--- config.mk ---
export PLATFORM = sky130hd
export DESIGN_NAME = sync_fifo
export DESIGN_NICKNAME = d
export VERILOG_FILES = /design/src/rtl/sync_fifo.sv
export SDC_FILE = /design/constraint.sdc
export NUM_CORES = 1
export LEC_CHECK = 0
export BUFFER_PORTS_ARGS = -buffer_cell sky130_fd_sc_hd__buf_2
export CAP_MARGIN = 20
export CORE_UTILIZATION = 54
export CTS_BUF_LIST = sky130_fd_sc_hd__clkbuf_8 sky130_fd_sc_hd__clkbuf_16
export DETAILED_ROUTE_END_ITERATION = 8
export PLACE_DENSITY = 0.72
export SLEW_MARGIN = 10
export SYNTH_ARGS = -nofsm -noshare
export SYNTH_HDL_FRONTEND = slang
export SYNTH_SLANG_ARGS = --single-unit
--- constraint.sdc ---
create_clock -name clk -period 2.92 [get_ports clk]
set_clock_uncertainty 0.1 [all_clocks]
set_input_delay 0.146 -clock clk [delete_from_list [all_inputs] [get_ports clk]]
set_output_delay 0.146 -clock clk [all_outputs]
set_load 0.1 [all_outputs]
--- src/rtl/sync_fifo.sv ---
// Synchronous single-clock FIFO with write acknowledge, overflow/underflow
// indication and full/almostfull/empty/almostempty status flags.
// Read data is registered: a word appears on data_out one cycle after the
// edge that admits the read.
module sync_fifo #(
  parameter int FIFO_WIDTH = 16,
  parameter int FIFO_DEPTH = 8
) (
  input  logic                  clk,
  input  logic                  rst,
  input  logic [FIFO_WIDTH-1:0] data_in,
  input  logic                  wr_en,
  input  logic                  rd_en,
  output logic [FIFO_WIDTH-1:0] data_out,
  output logic                  wr_ack,
  output logic                  overflow,
  output logic                  underflow,
  output logic                  full,
  output logic                  almostfull,
  output logic                  empty,
  output logic                  almostempty
);

  localparam int PTR_W = $clog2(FIFO_DEPTH);
  localparam int CNT_W = PTR_W + 1;

  localparam logic [PTR_W-1:0] PTR_LAST   = PTR_W'(FIFO_DEPTH - 1);
  localparam logic [CNT_W-1:0] CNT_FULL   = CNT_W'(FIFO_DEPTH);
  localparam logic [CNT_W-1:0] CNT_AFULL  = CNT_W'(FIFO_DEPTH - 1);
  localparam logic [CNT_W-1:0] CNT_ZERO   = '0;
  localparam logic [CNT_W-1:0] CNT_ONE    = CNT_W'(1);

  logic [FIFO_WIDTH-1:0] mem [FIFO_DEPTH];
  logic [PTR_W-1:0]      wr_ptr;
  logic [PTR_W-1:0]      rd_ptr;
  logic [CNT_W-1:0]      count;

  logic                  wr_adm;
  logic                  rd_adm;
  logic [PTR_W-1:0]      wr_ptr_next;
  logic [PTR_W-1:0]      rd_ptr_next;

  // Status flags decode straight from the occupancy count.
  assign full        = (count == CNT_FULL);
  assign almostfull  = (count == CNT_AFULL);
  assign empty       = (count == CNT_ZERO);
  assign almostempty = (count == CNT_ONE);

  // Requests are admitted against the pre-edge state; a full FIFO can still
  // read and an empty FIFO can still write in the same cycle.
  assign wr_adm = wr_en & ~full;
  assign rd_adm = rd_en & ~empty;

  // Pointers wrap by explicit compare so non-power-of-two depths work.
  always_comb begin
    wr_ptr_next = wr_ptr + PTR_W'(1);
    rd_ptr_next = rd_ptr + PTR_W'(1);
    if (wr_ptr == PTR_LAST) wr_ptr_next = '0;
    if (rd_ptr == PTR_LAST) rd_ptr_next = '0;
  end

  // Storage array: written on admitted writes only, never cleared by reset.
  always_ff @(posedge clk) begin
    if (wr_adm && !rst) begin
      mem[wr_ptr] <= data_in;
    end
  end

  // Pointers, occupancy count, registered read data and handshake flags.
  always_ff @(posedge clk) begin
    if (rst) begin
      wr_ptr    <= '0;
      rd_ptr    <= '0;
      count     <= '0;
      data_out  <= '0;
      wr_ack    <= 1'b0;
      overflow  <= 1'b0;
      underflow <= 1'b0;
    end else begin
      wr_ack    <= wr_adm;
      overflow  <= wr_en & full;
      underflow <= rd_en & empty;

      if (wr_adm) begin
        wr_ptr <= wr_ptr_next;
      end

      if (rd_adm) begin
        data_out <= mem[rd_ptr];
        rd_ptr   <= rd_ptr_next;
      end

      if (wr_adm && !rd_adm) begin
        count <= count + CNT_ONE;
      end else if (rd_adm && !wr_adm) begin
        count <= count - CNT_ONE;
      end
    end
  end

endmodule
After elaboration in Yosys (flattened, before gate mapping). Memory sizes are Yosys's and may differ from the RTL's. A register that Yosys moved wholly into a read port is not among the register bits. Cells that the tools add are included.

Memories kept: 1. Flip-flop bits (word level): 13. Bits in read-only memories: 0. Latch bits: 0. Logic and storage cells: 36. RAM bits: 128.

Memory list: mem (depth 8, bits a word 16, read ports 1, clocked after memory_dff 1, write ports 1, RTL line 33) `logic [FIFO_WIDTH-1:0] mem [FIFO_DEPTH];`.

Reduce and logical (&&, ||, !) cells: 8. Shifts and indexed selects: 0. Multiply operators: 0. Bitwise logic cells: 6. Add/sub/neg operators: 4. $lt $le $gt $ge: 0. Muxes and demuxes: 6. Equality and inequality tests: 5. Div/mod/pow operators: 0.

Operators with widths (count): 4-bit 2-to-1 mux (2); 3-bit by 1-bit adder with 3-bit output (second input constant) (2); 3-bit equality test (second input constant) (2); 3-bit 2-to-1 mux (2); 4-bit by 1-bit adder with 4-bit output (second input constant) (1); 1-bit bitwise AND (4); 4-bit by 1-bit equality test with 1-bit output (second input constant) (1); 4-bit by 3-bit equality test with 1-bit output (second input constant) (1); 4-bit equality test (second input constant) (1); 4-bit logical NOT (1); 4-bit by 1-bit subtractor with 4-bit output (second input constant) (1); 1-bit logical AND (3); 1-bit logical NOT (3); 1-bit 2-to-1 mux (2); 1-bit NOT (2); 2-bit nonzero test (1).

Longest topological paths before layout.
Word-level depth: 7. Depth in mapped cells: 10. Depth with buffers taken out: 10.

Worst setup path after synthesis. OpenSTA, ideal clock, no wires.

Path kind: register to output. Start: register count[0]. End: output port almostempty. Path buffers: 0. Cell stages (with the launch flop): 3. Data required time: 2674 ps. Setup slack: -64 ps. Arrival time: 2738 ps. Cell sequence: dfxtp_1 ha_1 nor3b_1.

Word-level cells in the longest chain between the ends: 1.

Ends and longest elaborated chain: start, declared (RTL line 36) `logic [CNT_W-1:0] count;`; start signal, assigned (RTL line 94) `count <= count + CNT_ONE;`; start signal, assigned (RTL line 96) `count <= count - CNT_ONE;`; 4-bit by 1-bit equality test with 1-bit output (RTL line 47) `assign almostempty = (count == CNT_ONE);`; end, declared (RTL line 21) `output logic almostempty`.

No other way between the ends.

Worst setup path in the final report.
Start: register count[0]. End: register count[3].

Word-level cells in the longest chain between the ends: 6. Elaborated cells between the ends (all ways): 15.

Ends and longest elaborated chain: parallel branches: the longest is 6 deep, another holds 4-bit by 1-bit subtractor with 4-bit output.

Parallel ways; which one is timed is not known. The select of a mux whose other input is x is not followed. A chain may end at the register's enable or synchronous reset.

==> results.tsv <==
stage	metric	value	unit
outcome	status	completed	
power_and_ir_drop	ir_drop	466.9	uV
clocking	cts_tree	done	
worst_hold_path	holdPathEnd	mem[1][8]$_DFFE_PP_	
sta	rsz0062_at_grt	false	
setup_path	crit_path_end_kind	register	
worst_hold_path	min_path_type	input pin to register	
power_and_ir_drop	p_total	0.006735	W
yosys	syn_area	6056	um2
setup_path	rr_worst_depth	9	
final_layout	layout_commonest_cell	edfxtp_1	
final_layout	final_cell_mix	edfxtp_1 (128), mux2i_1 (65), buf_2 (42)	
power_and_ir_drop	powerDensity	925.3	nW/um2
final_layout	final_nets	470	
global_routing	grt_pass1_wl	18240	um
setup_path	path_cells	inv_1, ha_1, or3b_1, nand2_1, ha_1, or4_1, a21oi_1, xnor2_1, nor2_1	
die	die-area	11640	um2
sta	fin_crit_sh	86.56	%
setup_path	path_max_fanout	6	
yosys	synth_fa_ha_area_share	1.653	%
run	drv_cap	0	
clocking	clock_latency	520	ps
sta	period_needed	2527	ps
die	die_w	107.9	um
global_routing	globalRouteTotalUtil	22.17	%
yosys	ys_ff_latch	157	
clocking	cts_inserted_buffers	17	
yosys	ys_dominant_reg_cell	edfxtp_1	
die	start_util	55.62	%
setup_path	crit_family	simple AND/OR/NAND/NOR gates	
yosys	yosys.area_share.simple	4.132	%
sta	hold_viol	0	
yosys	ys_seq_area_share	73.06	%
detailed_routing	via_per_inst	5.639	
clocking	cts-root-buf	clkbuf_8	
yosys	synth_cell_types	35	
clocking	cts_resized	0	
clocking	cts_sinks	157	
yosys	synthMuxAreaShare	10.74	%
setup_path	required	3230	ps
yosys	synth_top_family_by_area	multiplexers	
final_layout	n_antenna_cell	0	
setup_path	cp.buffers_inverters	1	
global_routing	grt_antenna_before_repair	0	
worst_hold_path	hold-path-cell-count	2	
clocking	cts_setup_buffers	0	
die	ioPinCount	43	
setup_path	cpMostUsedCell	ha_1	
clocking	cts_htree_levels	4	
yosys	synthXorXnorAreaFrac	0.4339	%
power_and_ir_drop	leakagePower	2.548	nW
sta	setup_viol	0	
setup_path	arrival	2840	ps
yosys	yosysWarnings	0	
yosys	syn-num-nets	392	
setup_path	critPathKind	register to register	
yosys	synth_area_per_cell	16.64	um2
place	dp_hpwl	6713	um
worst_hold_path	hold_path.startpoint	data_in[8]	
global_routing	grt_max_degree	37	
setup_path	r2r-start	count[0]$_SDFFE_PP0P_	
clocking	path_clk_slew	60	ps
die	core	10890	um2
setup_path	max_stage_delay	430	ps
setup_path	worstReg2RegEnd	count[3]$_SDFFE_PP0P_	
sta	timing.fmax	0.3957	GHz
die	die_h	107.9	um
sta	finalSetupTns	0	ps
setup_path	rrSetupSlack	390	ps
yosys	async_flop_share	0	%
yosys	synth_compound_gate_area_share	7.707	%
setup_path	critPathLaunchType	register	
yosys	synth_edf_count	128	
yosys	syn_inst	364	
place	gp_congestion	0.7892	
detailed_routing	ant_nets	0	
final_layout	drive_gt1_share	20.44	%
final_layout	syn2layout_area_growth	20.19	%
detailed_routing	dr.first_iter.drc_count	271	
detailed_routing	firstDrtPassIters	4	
setup_path	cp_slowest_cell	dfxtp_1	
sta	worst_slew_pin_slew	835.1	ps
detailed_routing	wl_per_cell	19.93	um
final_layout	final_util	66.85	%
place	portBuffers	42	
sta	max_slew_margin	44.32	%
detailed_routing	drc	0	
clocking	clock_path_buffers	2	
detailed_routing	via_count	3355	
sta	report.final.slew_viol_count	0	
die	row_count	38	
detailed_routing	totalWireLength	11860	um
global_routing	grt_pass1_vias	3451	
global_routing	overflow	0	
metrics by stage:
stage | hold WS [ps] | instance area [um2] | worst slack (ps) | std cells
3_5_place_dp | 317.9 | 6474 | 405.6 | 543
2_1_floorplan | 122.1 | 6061 | 152.5 | 364
4_1_cts | 299.6 | 7278 | 394.9 | 595
6_report | 327.0 | 7278 | 392.6 | 595
3_3_place_gp | 311.1 | 6474 | 517.1 | 543
5_1_grt | 333.7 | 7278 | 192.9 | 595
layer usage:
metal	wire (um)	global-route usage, %	up-vias	share of wire, %
li1	-	-	1592	-
met1	4897	26.96	1657	41
met2	6210	37.77	94	52
met3	609	6.114	12	5.1
met4	137	8.317	0	1.2
met5	0	0	-	0
layout make-up:
type / count / area (um2)
tap: 140 / 175.2
clock inverter: 14 / 176.4
multi-input combinational: 183 / 1509
inverter: 5 / 18.77
clock buffer: 18 / 427.9
sequential: 157 / 4428
fill: 719 / 3610
timing repair buffer: 78 / 543.0
cells by family after synthesis:
group                      after synthesis
muxes                                   65
DFF                                    157
adders and majority gates                8
buffers and inverters                   24
and+or+nand+nor                         48
xor gates and xnor gates                 3
AOI/OAI and AO/OA                       59
power breakdown:
group | leakage, nW | switching (W) | internal [W]
combinational | 0.859 | 0.00123 | 0.000515
sequential | 1.39 | 0.000178 | 0.00258
clock | 0.295 | 0.000832 | 0.00140
worst reg2reg max path, delay by kind of cell (launching register included):
| kind | cells | cell delay, ps |
|---|---|---|
| xor gates and xnor gates | 1 | 130 |
| DFF | 1 | 430 |
| buffers and inverters | 1 | 80 |
| and+or+nand+nor | 4 | 970 |
| adders and majority gates | 2 | 500 |
| AOI/OAI and AO/OA | 1 | 200 |
worst max path at each step:
stage	start	to	slack, ps	cells past startpoint
2_1_floorplan	count[0]$_SDFFE_PP0P_	mem[0][0]$_DFFE_PP_	150	6
3_3_place_gp	count[0]$_SDFFE_PP0P_	count[3]$_SDFFE_PP0P_	520	9
3_5_place_dp	count[0]$_SDFFE_PP0P_	count[3]$_SDFFE_PP0P_	410	9
4_1_cts	count[0]$_SDFFE_PP0P_	count[3]$_SDFFE_PP0P_	390	9
5_1_grt	count[0]$_SDFFE_PP0P_	count[3]$_SDFFE_PP0P_	190	9
6_report	count[0]$_SDFFE_PP0P_	count[3]$_SDFFE_PP0P_	390	9
Yosys cell counts, types with 3 or more instances:
cell type  count  area share [%]
nor2_1        13            0.81
nand2_1       11            0.68
edfxtp_1     128              63
ha_1           8             1.7
or3_1          3            0.31
nand2b_1       4            0.41
a21oi_1        9            0.74
a32o_1        16             2.6
buf_4          5            0.62
a22oi_1       32             4.0
buf_2          4            0.33
mux2i_1       65              11
buf_6          3            0.56
clkbuf_1       5            0.31
inv_1          4            0.25
dfxtp_1       29             9.6
registers in the layout, indices dropped and copies added, names as in the netlist:
register   cells
count          4
wr_ack         1
overflow       1
mem          128
wr_ptr         3
data_out      16
rd_ptr         3
underflow      1
repair_timing:
action                                  CTS  global route
hold endpoints to repair                141             0
hold buffers                             20             0
endpoints found under the setup margin    0             0
Power figures use the tool's default switching activity.
